File: src/rtl/decode_stage.sv
// Registered instruction-decode stage with a 2-entry skid buffer and a halt/resume FSM.
// Optional macro DECODE_ILLEGAL_CHECK_EN flags the all-ones prefix as illegal and suppresses halt on it.
module decode_stage #(
  parameter int              PFIX_W     = 2,
  parameter int              OP_W       = 6,
  parameter int              REG_W      = 4,
  parameter int              IMM_W      = 16,
  parameter int              DATA_W     = 32,
  parameter int              PC_W       = 32,
  parameter logic [OP_W-1:0] HLT_OPCODE = 6'b001011,
  parameter int              IMM_SEXT   = 1,
  localparam int             INSTR_W    = PFIX_W + OP_W + 2*REG_W + IMM_W
) (
  input  logic               clk,
  input  logic               rst_n,
  input  logic               flush,
  input  logic               resume,
  input  logic               in_valid,
  output logic               in_ready,
  input  logic [INSTR_W-1:0] in_instr,
  input  logic [PC_W-1:0]    in_pc,
  output logic               out_valid,
  input  logic               out_ready,
  output logic [PFIX_W-1:0]  out_pfix,
  output logic [OP_W-1:0]    out_opcode,
  output logic [REG_W-1:0]   out_rs,
  output logic [REG_W-1:0]   out_rd,
  output logic [DATA_W-1:0]  out_imm,
  output logic [PC_W-1:0]    out_pc,
  output logic               out_halt,
  output logic               out_illegal,
  output logic               halted
);

  localparam logic [1:0] RUN       = 2'd0;
  localparam logic [1:0] HALT_PEND = 2'd1;
  localparam logic [1:0] HALTED    = 2'd2;

  typedef struct packed {
    logic [PFIX_W-1:0] pfix;
    logic [OP_W-1:0]   op;
    logic [REG_W-1:0]  rs;
    logic [REG_W-1:0]  rd;
    logic [DATA_W-1:0] imm;
    logic [PC_W-1:0]   pc;
    logic              halt;
    logic              ill;
  } entry_t;

  function automatic logic [DATA_W-1:0] ext_imm(input logic [IMM_W-1:0] imm);
    logic [DATA_W-1:0] r;
    r = '0;
    r[IMM_W-1:0] = imm;
    for (int i = IMM_W; i < DATA_W; i++) r[i] = (IMM_SEXT != 0) && imm[IMM_W-1];
    return r;
  endfunction

  function automatic entry_t decode(input logic [INSTR_W-1:0] ins, input logic [PC_W-1:0] pc);
    entry_t e;
    e.pfix = ins[INSTR_W-1 -: PFIX_W];
    e.op   = ins[INSTR_W-PFIX_W-1 -: OP_W];
    e.rs   = ins[INSTR_W-PFIX_W-OP_W-1 -: REG_W];
    e.rd   = ins[IMM_W+REG_W-1 -: REG_W];
    e.imm  = ext_imm(ins[IMM_W-1:0]);
    e.pc   = pc;
`ifdef DECODE_ILLEGAL_CHECK_EN
    e.ill  = &e.pfix;
    e.halt = (e.op == HLT_OPCODE) && !e.ill;
`else
    e.ill  = 1'b0;
    e.halt = (e.op == HLT_OPCODE);
`endif
    return e;
  endfunction

  entry_t     main_q, main_d, skid_q, skid_d, new_e;
  logic       main_vld_q, main_vld_d, skid_vld_q, skid_vld_d;
  logic [1:0] state_q, state_d;
  logic       in_ready_q, in_ready_d;
  logic       in_fire, out_fire;

  always_comb begin
    in_fire    = in_valid && in_ready_q && !flush;
    out_fire   = main_vld_q && out_ready;
    new_e      = decode(in_instr, in_pc);
    main_d     = main_q;
    skid_d     = skid_q;
    main_vld_d = main_vld_q;
    skid_vld_d = skid_vld_q;
    state_d    = state_q;

    if (flush) begin
      main_vld_d = 1'b0;
      skid_vld_d = 1'b0;
    end else if (!main_vld_q || out_fire) begin
      // Main slot frees up: the skid entry is older than anything arriving now.
      if (skid_vld_q) begin
        main_d     = skid_q;
        main_vld_d = 1'b1;
        skid_vld_d = in_fire;
        if (in_fire) skid_d = new_e;
      end else begin
        main_vld_d = in_fire;
        if (in_fire) main_d = new_e;
      end
    end else if (in_fire) begin
      skid_d     = new_e;
      skid_vld_d = 1'b1;
    end

    case (state_q)
      RUN:       if (in_fire && new_e.halt) state_d = HALT_PEND;
      HALT_PEND: begin
        if (flush) state_d = RUN;
        else if (out_fire && main_q.halt) state_d = HALTED;
      end
      HALTED:    if (resume) state_d = RUN;
      default:   state_d = RUN;
    endcase

    // Registered ready: a free skid slot guarantees room even if out_ready stays low.
    in_ready_d = !skid_vld_d && (state_d == RUN);
  end

  always_ff @(posedge clk or negedge rst_n) begin
    if (!rst_n) begin
      main_q     <= '0;
      skid_q     <= '0;
      main_vld_q <= 1'b0;
      skid_vld_q <= 1'b0;
      state_q    <= RUN;
      in_ready_q <= 1'b0;
    end else begin
      main_q     <= main_d;
      skid_q     <= skid_d;
      main_vld_q <= main_vld_d;
      skid_vld_q <= skid_vld_d;
      state_q    <= state_d;
      in_ready_q <= in_ready_d;
    end
  end

  assign in_ready    = in_ready_q;
  assign out_valid   = main_vld_q;
  assign out_pfix    = main_q.pfix;
  assign out_opcode  = main_q.op;
  assign out_rs      = main_q.rs;
  assign out_rd      = main_q.rd;
  assign out_imm     = main_q.imm;
  assign out_pc      = main_q.pc;
  assign out_halt    = main_q.halt;
  assign out_illegal = main_q.ill;
  assign halted      = (state_q == HALTED);

endmodule

File: config.mk
export PLATFORM = sky130hd
export DESIGN_NAME = decode_stage
export DESIGN_NICKNAME = d
export VERILOG_FILES = /design/src/rtl/decode_stage.sv
export SDC_FILE = /design/constraint.sdc
export NUM_CORES = 1
export LEC_CHECK = 0
export ABC_AREA = 1
export BUFFER_PORTS_ARGS = -buffer_cell sky130_fd_sc_hd__buf_2
export CAP_MARGIN = 30
export CORE_ASPECT_RATIO = 2
export CORE_MARGIN = 4
export CORE_UTILIZATION = 57
export CTS_CLUSTER_DIAMETER = 30
export CTS_CLUSTER_SIZE = 40
export DETAILED_ROUTE_END_ITERATION = 8
export PLACE_DENSITY = 0.84
export SETUP_SLACK_MARGIN = 0.2
export SLEW_MARGIN = 10
export SYNTH_ARGS = -nofsm -noshare
export SYNTH_HDL_FRONTEND = slang
export SYNTH_SLANG_ARGS = --single-unit
File: constraint.sdc
create_clock -name clk -period 3.26 [get_ports clk]
set_input_delay 0.815 -clock clk [delete_from_list [all_inputs] [get_ports clk]]
set_output_delay 0.815 -clock clk [all_outputs]
set_load 0.05 [all_outputs]
==> results of run 1 <==
cell usage in the layout, fill, tap and decap left out, types with 2 or more instances in the layout:
master | netlist | routed
buf_12 | 0 | 3
buf_2 | 13 | 152
buf_4 | 33 | 7
bufinv_16 | 0 | 4
clkbuf_1 | 8 | 2
clkbuf_16 | 0 | 17
clkinv_2 | 0 | 3
clkinv_4 | 0 | 3
clkinvlp_4 | 0 | 2
dfrtp_1 | 135 | 134
inv_1 | 32 | 32
inv_2 | 2 | 2
mux2i_1 | 36 | 36
nand2_1 | 205 | 204
nand3_1 | 40 | 40
nor2_1 | 10 | 9
o21ai_0 | 38 | 38
o21ai_1 | 85 | 85
sequential cells by signal, summed over array words and instances, names as in the netlist, 2 cells and up:
| signal | cells |
|---|---|
| skid_q | 65 |
| out_pc | 32 |
| out_imm | 16 |
| out_opcode | 6 |
| out_rd | 4 |
| out_rs | 4 |
| out_pfix | 2 |
| state_q | 2 |
power by group:
group | internal, mW | total (mW) | switching, mW | leakage, nW
sequential | 2.08 | 2.32 | 0.236 | 1.69
clock | 1.30 | 1.99 | 0.692 | 0.300
combinational | 0.387 | 1.55 | 1.17 | 1.85
total | 3.77 | 5.86 | 2.09 | 3.85
cell usage after synthesis, drive strengths merged:
cell      n
buf      50
clkbuf    9
conb      1
dfrtp   135
inv      34
mux2i    36
nand2   206
nand3    41
nand3b    1
nand4     1
nor2     10
nor3      1
o21ai   123
layer usage:
metal | global-route usage | wire, µm | up-vias | share of wire
met5 | 0 | 0 | - | 0
met4 | 0.09589 | 266 | 0 | 0.019
met3 | 0.04911 | 727 | 24 | 0.052
met2 | 0.4241 | 7761 | 163 | 0.55
met1 | 0.2816 | 5293 | 2284 | 0.38
li1 | - | - | 2327 | -
kinds of logic after synthesis:
logic type / share of synthesized area
simple gates: 0.1760
compound gates: 0.1040
flops: 0.5706
other cells: 0.0006334
mux: 0.06086
buf+inv: 0.08791
through the flow:
step	std cells	setup slack, ns
3_5_place_dp	886	0.9972
3_3_place_gp	886	1.091
2_1_floorplan	648	1.278
5_1_grt	920	1.016
6_report	920	1.133
4_1_cts	918	1.101
layout make-up:
class,instances,area share
diodes,1,0.0003463
repair buffers,163,0.1224
well taps,135,0.02338
inverters,34,0.01766
multi-input cells,420,0.2823
clock buffers,20,0.06182
clock inverters,12,0.02442
flip-flops and latches,135,0.4677
worst paths after layout:
path / start / to / depth (start not counted)
hold / removal: rst_n / out_pc[16]$_DFFE_PN0P_ / 1
max in group asynchronous: rst_n / out_rd[0]$_DFFE_PN0P_ / 2
min in group clk: skid_q[22]$_DFFE_PN0P_ / skid_q[22]$_DFFE_PN0P_ / 2
setup reg to reg: skid_vld_q$_DFF_PN0_ / out_rd[2]$_DFFE_PN0P_ / 6
hold reg to reg: skid_q[22]$_DFFE_PN0P_ / skid_q[22]$_DFFE_PN0P_ / 2
setup / recovery: out_imm[30]$_DFFE_PN0P_ / out_imm[21] / 1
==> impl_metrics.env, run 1 <==
export IMPL_relSlewSlack=0.5737
export IMPL_finalInstanceArea_um2=7226
export IMPL_utilization=0.7119
export IMPL_synth_seq_cells=135
export IMPL_synth_area_um2=5921
export IMPL_worstMarginPinSlew_ns=0.6394
export IMPL_cap_violations=0
export IMPL_synth_area_top_cells="dfrtp_1, nand2_1, o21ai_1"
export IMPL_critPathMaxFanout=18
export IMPL_hold_path_class="in2async"
export IMPL_root_buffer="clkbuf_16"
export IMPL_cts_num_sinks=135
export IMPL_grt_antenna_before_repair=1
export IMPL_clk_pin_slew_ns=0.06
export IMPL_peakVddDrop_uv=478.7
export IMPL_grt_pass1_wl_um=23210
export IMPL_netlist_instances=648
export IMPL_p_leak_nw=3.848
export IMPL_yosysUniqueCellTypes=20
export IMPL_finalWeightedCongestion=0.7978
export IMPL_crit_chain="buf_2"
export IMPL_wl_per_cell_um=15.27
export IMPL_critPathMaxStageDelay_ns=0.56
export IMPL_post_route_drc_count=0
export IMPL_hold_viol_final=0
export IMPL_numPortBuffers=153
export IMPL_cp_required_ns=2.44
export IMPL_hold_slack_ns=0.3560
export IMPL_worst_path_buf_inv=1
export IMPL_multi_input_area_um2=2039
export IMPL_post_cts_resized=0
export IMPL_syn_area_per_cell_um2=9.137
export IMPL_critPathKind="reg2out"
export IMPL_tns_ns=0
export IMPL_area_growth_pct=22.04
export IMPL_drive_gt1_frac=0.2551
export IMPL_rows=52
export IMPL_place_hpwl_um=9415
export IMPL_setup_worst_path_start_class="flip-flop"
export IMPL_worst_r2r_setup_slack_ns=1.57
export IMPL_grt_usage=0.2415
export IMPL_clock_path_buffers=2
export IMPL_die_w_um=80.07
export IMPL_endpoint_kind="output pin"
export IMPL_grt_max_degree=95
export IMPL_ios=155
export IMPL_avgViaCountPerCell=5.215
export IMPL_grt_overflow=0
export IMPL_clk_latency_ns=0.41
export IMPL_core_area_um2=10150
export IMPL_power_per_cell_area_nw_per_um2=811.4
export IMPL_dpl_cell_area_um2=6580
export IMPL_ys_warn_count=0
export IMPL_initial_utilization=0.5833
export IMPL_drv_slew=0
export IMPL_routed_wl_um=14050
export IMPL_synth_top_area_frac=0.5706
export IMPL_total_power_mw=5.863
export IMPL_num_fill_cells=783
export IMPL_ctsHoldBuffers=0
export IMPL_finalCritPeriodShare=0.6524
export IMPL_grt_pass1_vias=4838
export IMPL_cts_setup_buffers=0
export IMPL_numCtsBuffers=17
export IMPL_cts_htree_levels=4
export IMPL_cp_top_family="flip-flops"
export IMPL_syn_num_nets=718
export IMPL_via_count=4798
export IMPL_seq_area_um2=3379
export IMPL_die_area_um2=12180
export IMPL_die_y_um=152.1
export IMPL_rsz0062_at_grt="false"
export IMPL_max_clock_freq_mhz=470.2
export IMPL_detail_route_antenna_nets=0
export IMPL_critPathSlowestCell="dfrtp_1"
export IMPL_drt_first_iter_violations=349
export IMPL_fin_skew_ns=0.009403
export IMPL_tritoncts="done"
export IMPL_firstDrtPassIters=5
export IMPL_post_route_min_period_ns=2.127
export IMPL_nets=841
export IMPL_setup_viol=0
export IMPL_ys_seq_area_frac=0.5706
export IMPL_yosysTopAreaCell="dfrtp_1"
export IMPL_arrival_ns=1.31
export IMPL_run_status="finished clean"
Note: power is estimated with default switching activity, not from simulation.
==> inputs of run 2 (changes only) <==
CORE_UTILIZATION = 53   (was 57)
PLACE_DENSITY = 0.79   (was 0.84)
clock period = 2 ns   (was 3.26 ns; I/O delays follow)
==> run 2 against run 1 <==
Against the previous run:
- first-iteration DRC count fell by 31%
- sequential power increased by 63%
- core utilization fell by 3.9 points
- non-clock buffer count is 2 higher
- design area rose by 1.9%
- hold slack worse by 0.28 ns
- cell count increased by 0.54%
- largest power group unchanged
- wire length fell by 1.5%
==> impl_metrics.env, run 2 (same netlist as run 1, synthesis figures left out) <==
export IMPL_run_status="finished clean"
export IMPL_grt_max_degree=67
export IMPL_place_ws_ns=0.3527
export IMPL_setup_slack_ns=0.2633
export IMPL_peakVddDrop_uv=799.7
export IMPL_die_area_um2=13030
export IMPL_setup_worst_path_start_class="flip-flop"
export IMPL_max_clock_freq_mhz=575.8
export IMPL_arrival_ns=1.24
export IMPL_setup_viol=0
export IMPL_rsz0062_at_grt="false"
export IMPL_cp_required_ns=1.50
export IMPL_initial_utilization=0.5409
export IMPL_hold_viol_final=0
export IMPL_worstMarginPinSlew_ns=0.5522
export IMPL_root_buffer="clkbuf_16"
export IMPL_nets=843
export IMPL_clk_latency_ns=0.40
export IMPL_die_w_um=82.74
export IMPL_crit_chain="nor2_1 -> clkbuf_4"
export IMPL_critPathSlowestCell="dfrtp_1"
export IMPL_clock_path_buffers=2
export IMPL_num_antenna_cells=0
export IMPL_drt_first_iter_violations=242
export IMPL_final_cell_mix="nand2_1, buf_2, dfrtp_1"
export IMPL_detail_route_antenna_nets=0
export IMPL_cts_num_sinks=135
export IMPL_ctsHoldBuffers=0
export IMPL_p_leak_nw=3.905
export IMPL_finalCritPeriodShare=0.8684
export IMPL_hold_slack_ns=0.07270
export IMPL_fin_skew_ns=0.005634
export IMPL_grt_antenna_before_repair=0
export IMPL_grt_usage=0.2211
export IMPL_largest_register="skid_q"
export IMPL_numCtsBuffers=17
export IMPL_area_growth_pct=24.37
export IMPL_avgViaCountPerCell=5.205
export IMPL_power_per_cell_area_nw_per_um2=1338
export IMPL_core_area_um2=10950
export IMPL_clk_pin_slew_ns=0.06
export IMPL_grt_overflow=0
export IMPL_cap_violations=0
export IMPL_drive_gt1_frac=0.2599
export IMPL_cts_htree_levels=4
export IMPL_post_route_drc_count=0
export IMPL_grt_pass1_wl_um=22250
export IMPL_final_common_cell="nand2_1"
export IMPL_endpoint_kind="output pin"
export IMPL_critPathMaxFanout=5
export IMPL_ios=155
export IMPL_finalWeightedCongestion=0.7364
export IMPL_firstDrtPassIters=5
export IMPL_r2r_cells=6
export IMPL_tns_ns=0
export IMPL_drv_slew=0
export IMPL_grt_pass1_vias=4765
export IMPL_tritoncts="done"
export IMPL_critPathMaxStageDelay_ns=0.42
export IMPL_via_count=4815
export IMPL_post_route_min_period_ns=1.737
export IMPL_critPathKind="reg2out"
export IMPL_cp_top_family="flip-flops"
export IMPL_hold_path_class="in2async"
export IMPL_path_depth=2
export IMPL_worst_path_buf_inv=1
export IMPL_numPortBuffers=153
export IMPL_place_hpwl_um=9542
export IMPL_die_y_um=157.5
export IMPL_rows=54
export IMPL_largest_reg_flops=65
export IMPL_relSlewSlack=0.6319
export IMPL_routed_wl_um=13830
export IMPL_wl_per_cell_um=14.95
-- run 2: per-stage QoR --
step                cells    util  power, mW  area [µm²]
floorplan             648       -      5.708        5921
global placement      894  0.6107      6.242        6684
detailed placement    894  0.6107      6.360        6684
CTS                   925  0.6725      9.935        7361
global route          925  0.6727      10.33        7363
finish                925  0.6727      9.850        7363
-- run 2: cell type report --
type                    count  area, µm²
multi-input cells         420       2039
fillers                   872       3582
clock inverters            12      222.7
flip-flops and latches    135       3381
repair buffers            165      964.7
well taps                 140      175.2
inverters                  34      127.6
clock buffers              19      452.9
-- run 2: worst reg2reg max path, cell delays in order, from the launching register on --
cell     delay [ns]
dfrtp_2        0.42
inv_2          0.18
nand2_1        0.14
nand3_4        0.17
buf_12         0.30
nand2_1        0.14
o21ai_1        0.10
-- run 2: what timing repair did --
action,4_1_cts,5_1_grt
resized for setup,1,1
endpoints found under the setup margin,17,1
buffers inserted,0,0
-- run 2: worst paths after layout --
check,from,to,slack (ns)
max,state_q[0]$_DFF_PN0_,halted,0.26
min reg2reg,skid_q[64]$_DFFE_PN0P_,skid_q[64]$_DFFE_PN0P_,0.47
max in group asynchronous,rst_n,state_q[0]$_DFF_PN0_,1.34
max reg2reg,skid_vld_q$_DFF_PN0_,out_pc[9]$_DFFE_PN0P_,0.47
min in group clk,in_instr[17],skid_q[67]$_DFFE_PN0P_,0.35
min,rst_n,out_pc[15]$_DFFE_PN0P_,0.07
-- run 2: power by group --
part           internal, mW  total, mW  switching, mW  leakage (nW)
Clock                  2.40       3.53           1.13         0.325
Sequential             3.40       3.78          0.381          1.69
Combinational         0.647       2.54           1.90          1.89
Total                  6.44       9.85           3.41          3.90
-- run 2: metal layers --
layer,vias up,GRT usage,part of all wire
li1,2327,-,-
met1,2315,0.2667,0.40
met2,153,0.3855,0.54
met3,20,0.04181,0.049
met4,0,0.07872,0.016
met5,-,0,0
==> inputs of run 3 (changes only) <==
CORE_MARGIN = 5   (was 4)
CORE_UTILIZATION = 48   (was 53)
PLACE_DENSITY = 0.76   (was 0.79)
clock period = 1.5 ns   (was 2 ns; I/O delays follow)
==> run 3 against run 2 <==
Against the previous run:
- the run now ends with setup timing left
- clock skew is 0.0042 ns higher
- hold slack improved by 0.14 ns
- count of clock-buffer cells in the layout did not move
- critical path depth is 1 higher
- register-to-register slack got worse by 0.40 ns
- global-route usage grew 0.32 points
- via count grew 21%
- combinational power is 110% higher
- critical path type unchanged
==> impl_metrics.env, run 3 (same netlist as run 1, synthesis figures left out) <==
export IMPL_holdCritStartpoint="in_instr[20]"
export IMPL_violations="setup timing"
export IMPL_grtUsageMet3=0.04894
export IMPL_nets=939
export IMPL_clk_latency_ns=0.42
export IMPL_setup_viol=18
export IMPL_detail_route_antenna_nets=0
export IMPL_area_growth_pct=64.01
export IMPL_run_status="finished with violations"
export IMPL_top_usage_layer="met2"
export IMPL_tns_ns=-0.7004
export IMPL_p_switching_mw=5.465
export IMPL_met2_usage=0.3880
export IMPL_numCtsBuffers=17
export IMPL_hold_slack_ns=0.2094
export IMPL_ios=155
export IMPL_rows=57
export IMPL_grt_antenna_before_repair=2
export IMPL_max_clock_freq_mhz=645.2
export IMPL_fin_skew_ns=0.009812
export IMPL_use_met1=0.2579
export IMPL_die_w_um=88.53
export IMPL_hold_viol_final=0
export IMPL_setup_worst_path_start_class="flip-flop"
export IMPL_grt_pass1_vias=5280
export IMPL_cp_required_ns=1.12
export IMPL_numPortBuffers=153
export IMPL_firstDrtPassIters=5
export IMPL_seqPwrFrac=0.354
export IMPL_finalCritPeriodShare=1.033
export IMPL_grt_usage=0.2243
export IMPL_post_route_min_period_ns=1.550
export IMPL_drt_first_iter_violations=326
export IMPL_die_y_um=167.1
export IMPL_root_buffer="clkbuf_16"
export IMPL_critPathKind="reg2out"
export IMPL_cts_num_sinks=135
export IMPL_drv_slew=0
export IMPL_switching_share=0.3637
export IMPL_grt_overflow=0
export IMPL_crit_chain="inv_2 -> nor2_4 -> buf_8"
export IMPL_arrival_ns=1.17
export IMPL_rsz0062_at_grt="true"
export IMPL_startpoint="state_q[1]$_DFF_PN0_"
export IMPL_drive_gt1_frac=0.4801
export IMPL_setup_slack_ns=-0.04987
export IMPL_tritoncts="done"
export IMPL_largest_reg_flops=65
export IMPL_clk_pin_slew_ns=0.06
export IMPL_power_share_combinational=0.348
export IMPL_clock_path_buffers=2
export IMPL_initial_utilization=0.4883
export IMPL_final_common_cell="dfrtp_1"
export IMPL_p_leak_nw=4.823
export IMPL_die_area_um2=14790
export IMPL_p_clk_frac=0.298
export IMPL_wl_per_cell_um=22.10
export IMPL_critPathMaxStageDelay_ns=0.40
export IMPL_r2r_start="in_ready$_DFF_PN0_"
export IMPL_hold_path_class="in2reg"
export IMPL_peakVddDrop_uv=1055
export IMPL_endpoint_kind="output pin"
export IMPL_critPathMaxFanout=2
export IMPL_post_route_drc_count=0
export IMPL_cts_htree_levels=4
export IMPL_intPower_mw=9.562
export IMPL_finalWeightedCongestion=0.7677
export IMPL_critPathSlowestCell="dfrtp_1"
export IMPL_routed_wl_um=22770
export IMPL_place_hpwl_um=9678
export IMPL_final_cell_mix="dfrtp_1, nand2_1, buf_6"
export IMPL_avgViaCountPerCell=5.675
export IMPL_grt_max_degree=51
export IMPL_core_area_um2=12120
export IMPL_power_per_cell_area_nw_per_um2=1547
export IMPL_largest_register="skid_q"
export IMPL_cap_violations=0
export IMPL_num_fill_cells=660
export IMPL_grt_pass1_wl_um=25940
export IMPL_via_count=5845
==> run 3: changes by cell type in the layout (fill, tap and decap cells not counted), sizes merged <==
cell         previous run  this run
inv                    35        33
clkinv                  3         7
dlygate4sd3             0         1
diode                   0         2
clkbuf                 20        35
bufinv                  6         4
nand2                 206       209
buf                   164       241
==> run 3: critical path: cells and delay by family (launching register included) <==
| kind | cells | cell delay (ns) |
|---|---|---|
| simple gates | 1 | 0.12 |
| flops | 1 | 0.40 |
| buf+inv | 2 | 0.23 |
==> run 3: metrics by stage <==
stage                       util  setup slack [ns]  area (µm²)  power, mW  instances
after floorplan                -            0.1763        5988      7.633        648
after detailed placement  0.5560           0.06573        6741      8.503        903
after global placement    0.5560            0.1058        6741      8.361        903
after global routing      0.8009          -0.07369        9711      15.55       1030
after CTS                 0.6912         -0.009843        8381      13.86        973
final                     0.8009          -0.04987        9711      15.03       1030
==> run 3: repair_timing <==
item                                    CTS  global route
pin swaps                                 2            15
gates cloned                              4            27
buffers inserted                         34            28
hold endpoints to repair                 28             0
gates resized for setup                 195           190
endpoints found under the setup margin  215           196
hold buffers                              1             0
==> run 3: final cells by class <==
| class | instances | area, µm² | share of cell area |
|---|---|---|---|
| flip-flops and latches | 135 | 3383 | 0.3484 |
| repair buffers | 258 | 2736 | 0.2818 |
| multi-input cells | 423 | 2640 | 0.2719 |
| clock buffers | 19 | 452.9 | 0.04664 |
| well taps | 147 | 183.9 | 0.01894 |
| clock inverters | 12 | 176.4 | 0.01817 |
| inverters | 34 | 132.6 | 0.01366 |
| diodes | 2 | 5.005 | 0.0005154 |
==> run 3: routing by layer <==
| layer | wire length, µm | up-vias |
|---|---|---|
| met5 | 0 | - |
| met4 | 1868 | 0 |
| met3 | 1388 | 125 |
| met2 | 12180 | 365 |
| met1 | 7327 | 2807 |
| li1 | - | 2548 |
==> run 3: power by group through the flow <==
stage	registers, mW	clock network, mW	logic (mW)
after global routing	5.40	4.65	5.50
after CTS	5.08	4.47	4.31
after global placement	5.02	0	3.34
final	5.32	4.47	5.23
after floorplan	6.20	0	1.43
after detailed placement	5.07	0	3.43
==> run 3: worst paths after layout <==
kind / to / slack, ns / cells past startpoint
max: halted / -0.05 / 3
min: skid_q[70]$_DFFE_PN0P_ / 0.21 / 3
max reg2reg: skid_q[80]$_DFFE_PN0P_ / 0.07 / 7
min reg2reg: skid_q[12]$_DFFE_PN0P_ / 0.48 / 2
max in group asynchronous: out_pc[19]$_DFFE_PN0P_ / 0.51 / 3
min in group asynchronous: skid_q[17]$_DFFE_PN0P_ / 0.42 / 2
